File: src/rtl/npc_rf_pkg.sv
// Shared widths and writeback source indices for the register-file writeback path.
package npc_rf_pkg;
  localparam int XLEN   = 32;
  localparam int REG_AW = 5;
  localparam logic SRC_EXU = 1'b0;
  localparam logic SRC_LSU = 1'b1;
endpackage

File: src/rtl/rr_arb2.sv
// Two-requester round-robin arbiter; `last` remembers the most recent winner.
module rr_arb2
  import npc_rf_pkg::*;
(
  input  logic       clk,
  input  logic       rst,
  input  logic [1:0] req,
  output logic [1:0] gnt
);
  logic last;

  // Under contention the requester that did not win last time goes first.
  always_comb begin
    gnt = req;
    if (req == 2'b11) gnt = (last == SRC_EXU) ? 2'b10 : 2'b01;
  end

  always_ff @(posedge clk or negedge rst) begin
    if (!rst)          last <= SRC_LSU;
    else if (|gnt)     last <= gnt[SRC_LSU];
  end
endmodule

File: src/rtl/regfile_wb_sched.sv
// Writeback arbitration onto the single register-file write port, plus the
// per-register busy scoreboard that stalls issue on RAW/WAW hazards.
module regfile_wb_sched #(
  parameter int XLEN   = npc_rf_pkg::XLEN,
  parameter int REG_AW = npc_rf_pkg::REG_AW
) (
  input  logic                   clk,
  input  logic                   rst,
  input  logic                   issue_valid,
  input  logic [REG_AW-1:0]      issue_rd,
  input  logic                   issue_rd_en,
  input  logic [REG_AW-1:0]      issue_rs1,
  input  logic                   issue_rs1_en,
  input  logic [REG_AW-1:0]      issue_rs2,
  input  logic                   issue_rs2_en,
  output logic                   issue_ready,
  input  logic                   exu_wb_valid,
  input  logic [REG_AW-1:0]      exu_wb_rd,
  input  logic [XLEN-1:0]        exu_wb_data,
  output logic                   exu_wb_ready,
  input  logic                   lsu_wb_valid,
  input  logic [REG_AW-1:0]      lsu_wb_rd,
  input  logic [XLEN-1:0]        lsu_wb_data,
  output logic                   lsu_wb_ready,
  output logic                   rf_wen,
  output logic [REG_AW-1:0]      rf_rd,
  output logic [XLEN-1:0]        rf_wdata,
  output logic [(1<<REG_AW)-1:0] sb_busy,
  output logic                   wb_err
);
  import npc_rf_pkg::*;

  localparam int NREGS = 1 << REG_AW;

  typedef struct packed {
    logic [REG_AW-1:0] rd;
    logic [XLEN-1:0]   data;
  } wb_req_t;

  wb_req_t [1:0]    wb;
  wb_req_t          win;
  logic [1:0]       req, gnt;
  logic [NREGS-1:0] busy, busy_nxt;
  logic             fire, err_hit;

  assign wb[SRC_EXU] = '{rd: exu_wb_rd, data: exu_wb_data};
  assign wb[SRC_LSU] = '{rd: lsu_wb_rd, data: lsu_wb_data};
  assign req         = {lsu_wb_valid, exu_wb_valid};

  rr_arb2 u_arb (
    .clk (clk),
    .rst (rst),
    .req (req),
    .gnt (gnt)
  );

  assign exu_wb_ready = gnt[SRC_EXU];
  assign lsu_wb_ready = gnt[SRC_LSU];
  assign win          = wb[gnt[SRC_LSU]];

  assign issue_ready = !(issue_rs1_en && busy[issue_rs1]) &&
                       !(issue_rs2_en && busy[issue_rs2]) &&
                       !(issue_rd_en  && busy[issue_rd]);
  assign fire        = issue_valid && issue_ready;

  // A clear from the committing write and a set from a new issue can land on
  // the same register in one edge; the set is applied last so it wins.
  always_comb begin
    busy_nxt = busy;
    if (rf_wen) busy_nxt[rf_rd] = 1'b0;
    if (fire && issue_rd_en) busy_nxt[issue_rd] = 1'b1;
    busy_nxt[0] = 1'b0;
  end

  assign err_hit = (|gnt) && (win.rd != '0) && !busy[win.rd];

  always_ff @(posedge clk or negedge rst) begin
    if (!rst) begin
      busy     <= '0;
      rf_wen   <= 1'b0;
      rf_rd    <= '0;
      rf_wdata <= '0;
      wb_err   <= 1'b0;
    end else begin
      busy   <= busy_nxt;
      rf_wen <= |gnt;
      if (|gnt) begin
        rf_rd    <= win.rd;
        rf_wdata <= win.data;
      end
      if (err_hit) wb_err <= 1'b1;
    end
  end

  assign sb_busy = busy;
endmodule

File: config.mk
export PLATFORM = sky130hd
export DESIGN_NAME = regfile_wb_sched
export DESIGN_NICKNAME = d
export VERILOG_FILES = /design/src/rtl/npc_rf_pkg.sv /design/src/rtl/rr_arb2.sv /design/src/rtl/regfile_wb_sched.sv
export SDC_FILE = /design/constraint.sdc
export NUM_CORES = 1
export LEC_CHECK = 0
export ABC_AREA = 1
export CORE_MARGIN = 5
export CORE_UTILIZATION = 35
export DETAILED_ROUTE_END_ITERATION = 7
export GPL_ROUTABILITY_DRIVEN = 0
export PLACE_DENSITY = 0.72
export SYNTH_ARGS = -nofsm -noshare
export SYNTH_HDL_FRONTEND = slang
export SYNTH_SLANG_ARGS = --single-unit
File: constraint.sdc
create_clock -name clk -period 2.4 [get_ports clk]
set_input_delay 0.48 -clock clk [delete_from_list [all_inputs] [get_ports clk]]
set_output_delay 0.48 -clock clk [all_outputs]
set_load 0.05 [all_outputs]
==> flow_metrics.env <==
export IMPL_status="finished clean"
export IMPL_die_h_um=130.3
export IMPL_hold_viol=0
export IMPL_gr_total_overflow=0
export IMPL_slew_violations=0
export IMPL_clock_fmax_mhz=429.8
export IMPL_clkSlewWorstSetupHoldPaths_ns=0.06
export IMPL_combPwrFrac=0.521
export IMPL_ctsHtreeMaxLevel=3
export IMPL_synthCells=750
export IMPL_yosysTopAreaCell="dfrtp_1"
export IMPL_crit_type="flip-flop to primary output"
export IMPL_synth_top_area_share=0.3460
export IMPL_power_density_nw_per_um2=1009
export IMPL_multi_input_area_um2=2824
export IMPL_die_w_um=130.3
export IMPL_r2r_start="sb_busy[19]"
export IMPL_grt_pass1_vias=5257
export IMPL_cp_end_kind="primary output"
export IMPL_num_rows=44
export IMPL_start_util=0.3523
export IMPL_ys_ff_latch=71
export IMPL_nets=1039
export IMPL_worstPathCellList="inv_1, nor2_1, a21oi_2, nand2_1, nand2_1, nand2_1, nor2_1, nand2_1, nand2_2, nand2_4, nor2_8, buf_12"
export IMPL_dp_slack_ns=-0.2464
export IMPL_crit_path_top_delay_cell="dfrtp_2"
export IMPL_critical_path_max_fanout=5
export IMPL_cpPeakStageDelay_ns=0.48
export IMPL_worst_slack_ns=0.07348
export IMPL_cts_sinks=71
export IMPL_wl_per_cell_um=16.51
export IMPL_cp_startpoint="sb_busy[19]"
export IMPL_instances_no_fill=1131
export IMPL_synth_commonest_cells="nand2_1, nor2_1, nand3_1"
export IMPL_yosysMostFrequentCell="nand2_1"
export IMPL_min_period_ns=2.327
export IMPL_clockBufferDepth=2
export IMPL_area_growth_synth_to_final_pct=50.15
export IMPL_p_clk_frac=0.182
export IMPL_synth_cell_types=31
export IMPL_grt_max_degree=45
export IMPL_ir_worst_vdd_uv=606.8
export IMPL_cpMostUsedCell="nand2_1"
export IMPL_tightest_slew_ns=0.6834
export IMPL_async_flop_share=1.000
export IMPL_die_area_um2=16970
export IMPL_synth_flop_cell="dfrtp_1"
export IMPL_synth_warnings=0
export IMPL_slew_headroom=0.5396
export IMPL_via_per_inst=5.112
export IMPL_dp_hpwl_um=13690
export IMPL_grt_pass1_wl_um=28020
export IMPL_cts_root_buf="clkbuf_16"
export IMPL_power_net_switching_mw=3.842
export IMPL_maxCapViolCount=0
export IMPL_port_buffers=169
export IMPL_leakage_nw=3.461
export IMPL_ant_nets=0
export IMPL_antenna_found_initial=0
export IMPL_fin_crit_sh=0.9694
export IMPL_drc_errors=0
export IMPL_core_area_um2=14370
export IMPL_fin_tns_setup_ns=0
export IMPL_place_area_um2=7094
export IMPL_critPathRequiredTime_ns=1.92
export IMPL_ys_seq_area_frac=0.3512
export IMPL_finalPower_mw=7.668
export IMPL_crit_family="simple AND/OR/NAND/NOR gates"
export IMPL_synth_nets=847
export IMPL_skew_ns=0.008144
export IMPL_placed_cells=1106
export IMPL_start_kind="flip-flop"
export IMPL_fillers=1364
export IMPL_drive_gt1_frac=0.1510
export IMPL_clock_insertion_delay_worst_skew_ns=0.33
export IMPL_p_int_mw=3.826
export IMPL_cts_buffers=9
export IMPL_drtIter0Drc=448
export IMPL_p_seq_frac=0.297
export IMPL_crit_buf_inv=2
export IMPL_finalSetupViolations=0
export IMPL_arrival_ns=1.85
export IMPL_cts_hold_buf=0
export IMPL_p_sw_frac=0.5010
export IMPL_synthTopCellsByArea="dfrtp_1, nand2_1, nand3_1, nor2_1, nand3_2"
export IMPL_io_pins=171
export IMPL_synth_area_um2=5062
export IMPL_rrSetupSlack_ns=0.37
export IMPL_routed_wl_um=18670
export IMPL_grt_use_total=0.2114
export IMPL_seq_area_um2=1785
export IMPL_antenna_cells=0
export IMPL_cts_tree="yes"
export IMPL_synth_avg_cell_area_um2=6.750
export IMPL_synth_edf_count=0
export IMPL_stdcell_area_um2=7601
export IMPL_hold_path_class="input pin to asynchronous set/reset pin"
export IMPL_drtPass1Iterations=5
export IMPL_dr_total_vias=5782
==> cell families (layout without fill, tap and decap cells) <==
logic type,Yosys count,count (layout),share of synthesized area
and+or+nand+nor,477,477,0.4263
AOI/OAI and AO/OA,96,96,0.1144
other,1,1,0.0007408
DFF,71,71,0.3512
buffers and inverters,105,302,0.1073
==> routing by layer <==
metal,vias up,part of all wire,GRT usage
met2,286,0.48,0.3443
met3,30,0.099,0.04666
met5,-,0,0
li1,2817,-,-
met1,2649,0.40,0.2821
met4,0,0.021,0.06235
==> power groups by stage <==
stage / Combinational (mW) / Clock, mW / Sequential, mW
after floorplan: 1.27 / 0 / 3.25
after detailed placement: 3.87 / 0 / 2.27
final: 4.00 / 1.39 / 2.28
after CTS: 3.92 / 1.41 / 2.24
after global routing: 4.26 / 1.46 / 2.29
after global placement: 3.85 / 0 / 2.26
==> cell type report <==
type	count	area share
inverters	69	0.03506
clock buffers	11	0.03325
repair buffers	217	0.2876
flip-flops and latches	71	0.2349
clock inverters	5	0.007407
well taps	184	0.03029
multi-input cells	574	0.3715
==> path summary, 6_finish.rpt <==
check                      cells past startpoint     endpoint
setup reg to reg                              15   sb_busy[1]
hold reg to reg                                2       wb_err
hold / removal                                 1  sb_busy[25]
setup / recovery                              12  issue_ready
min in group clk                               2       wb_err
max in group asynchronous                      2  rf_wdata[4]
==> sequential cells by signal (all words and copies together) (netlist names) <==
signal      count
sb_busy        31
rf_rd           5
rf_wdata       32
u_arb.last      1
rf_wen          1
wb_err          1
==> cell usage in the layout (no fill, tap or decap), drive strengths merged, types with 2 or more instances in the layout <==
master         count
or2                2
nand2            239
nor3               8
inv               69
nor2             103
clkdlybuf4s50    154
o31ai             32
nand3            124
dlygate4sd2        6
clkinv             3
buf               53
a21oi              6
clkbuf            12
dfrtp             70
o21ai             57
==> stage by stage <==
step                hold slack [ns]    util
floorplan                    0.1844       -
global placement             0.4513  0.4937
detailed placement           0.4563  0.4937
CTS                          0.1186  0.5264
global route                 0.1436  0.5290
finish                       0.1030  0.5290
==> timing repair <==
action                     CTS  global route
resized for setup           36            19
buffers inserted             4             3
cloned                       2             0
setup endpoints to repair    1             1
pin swaps                    6             4
No activity file was read; power rests on OpenSTA's default activity.
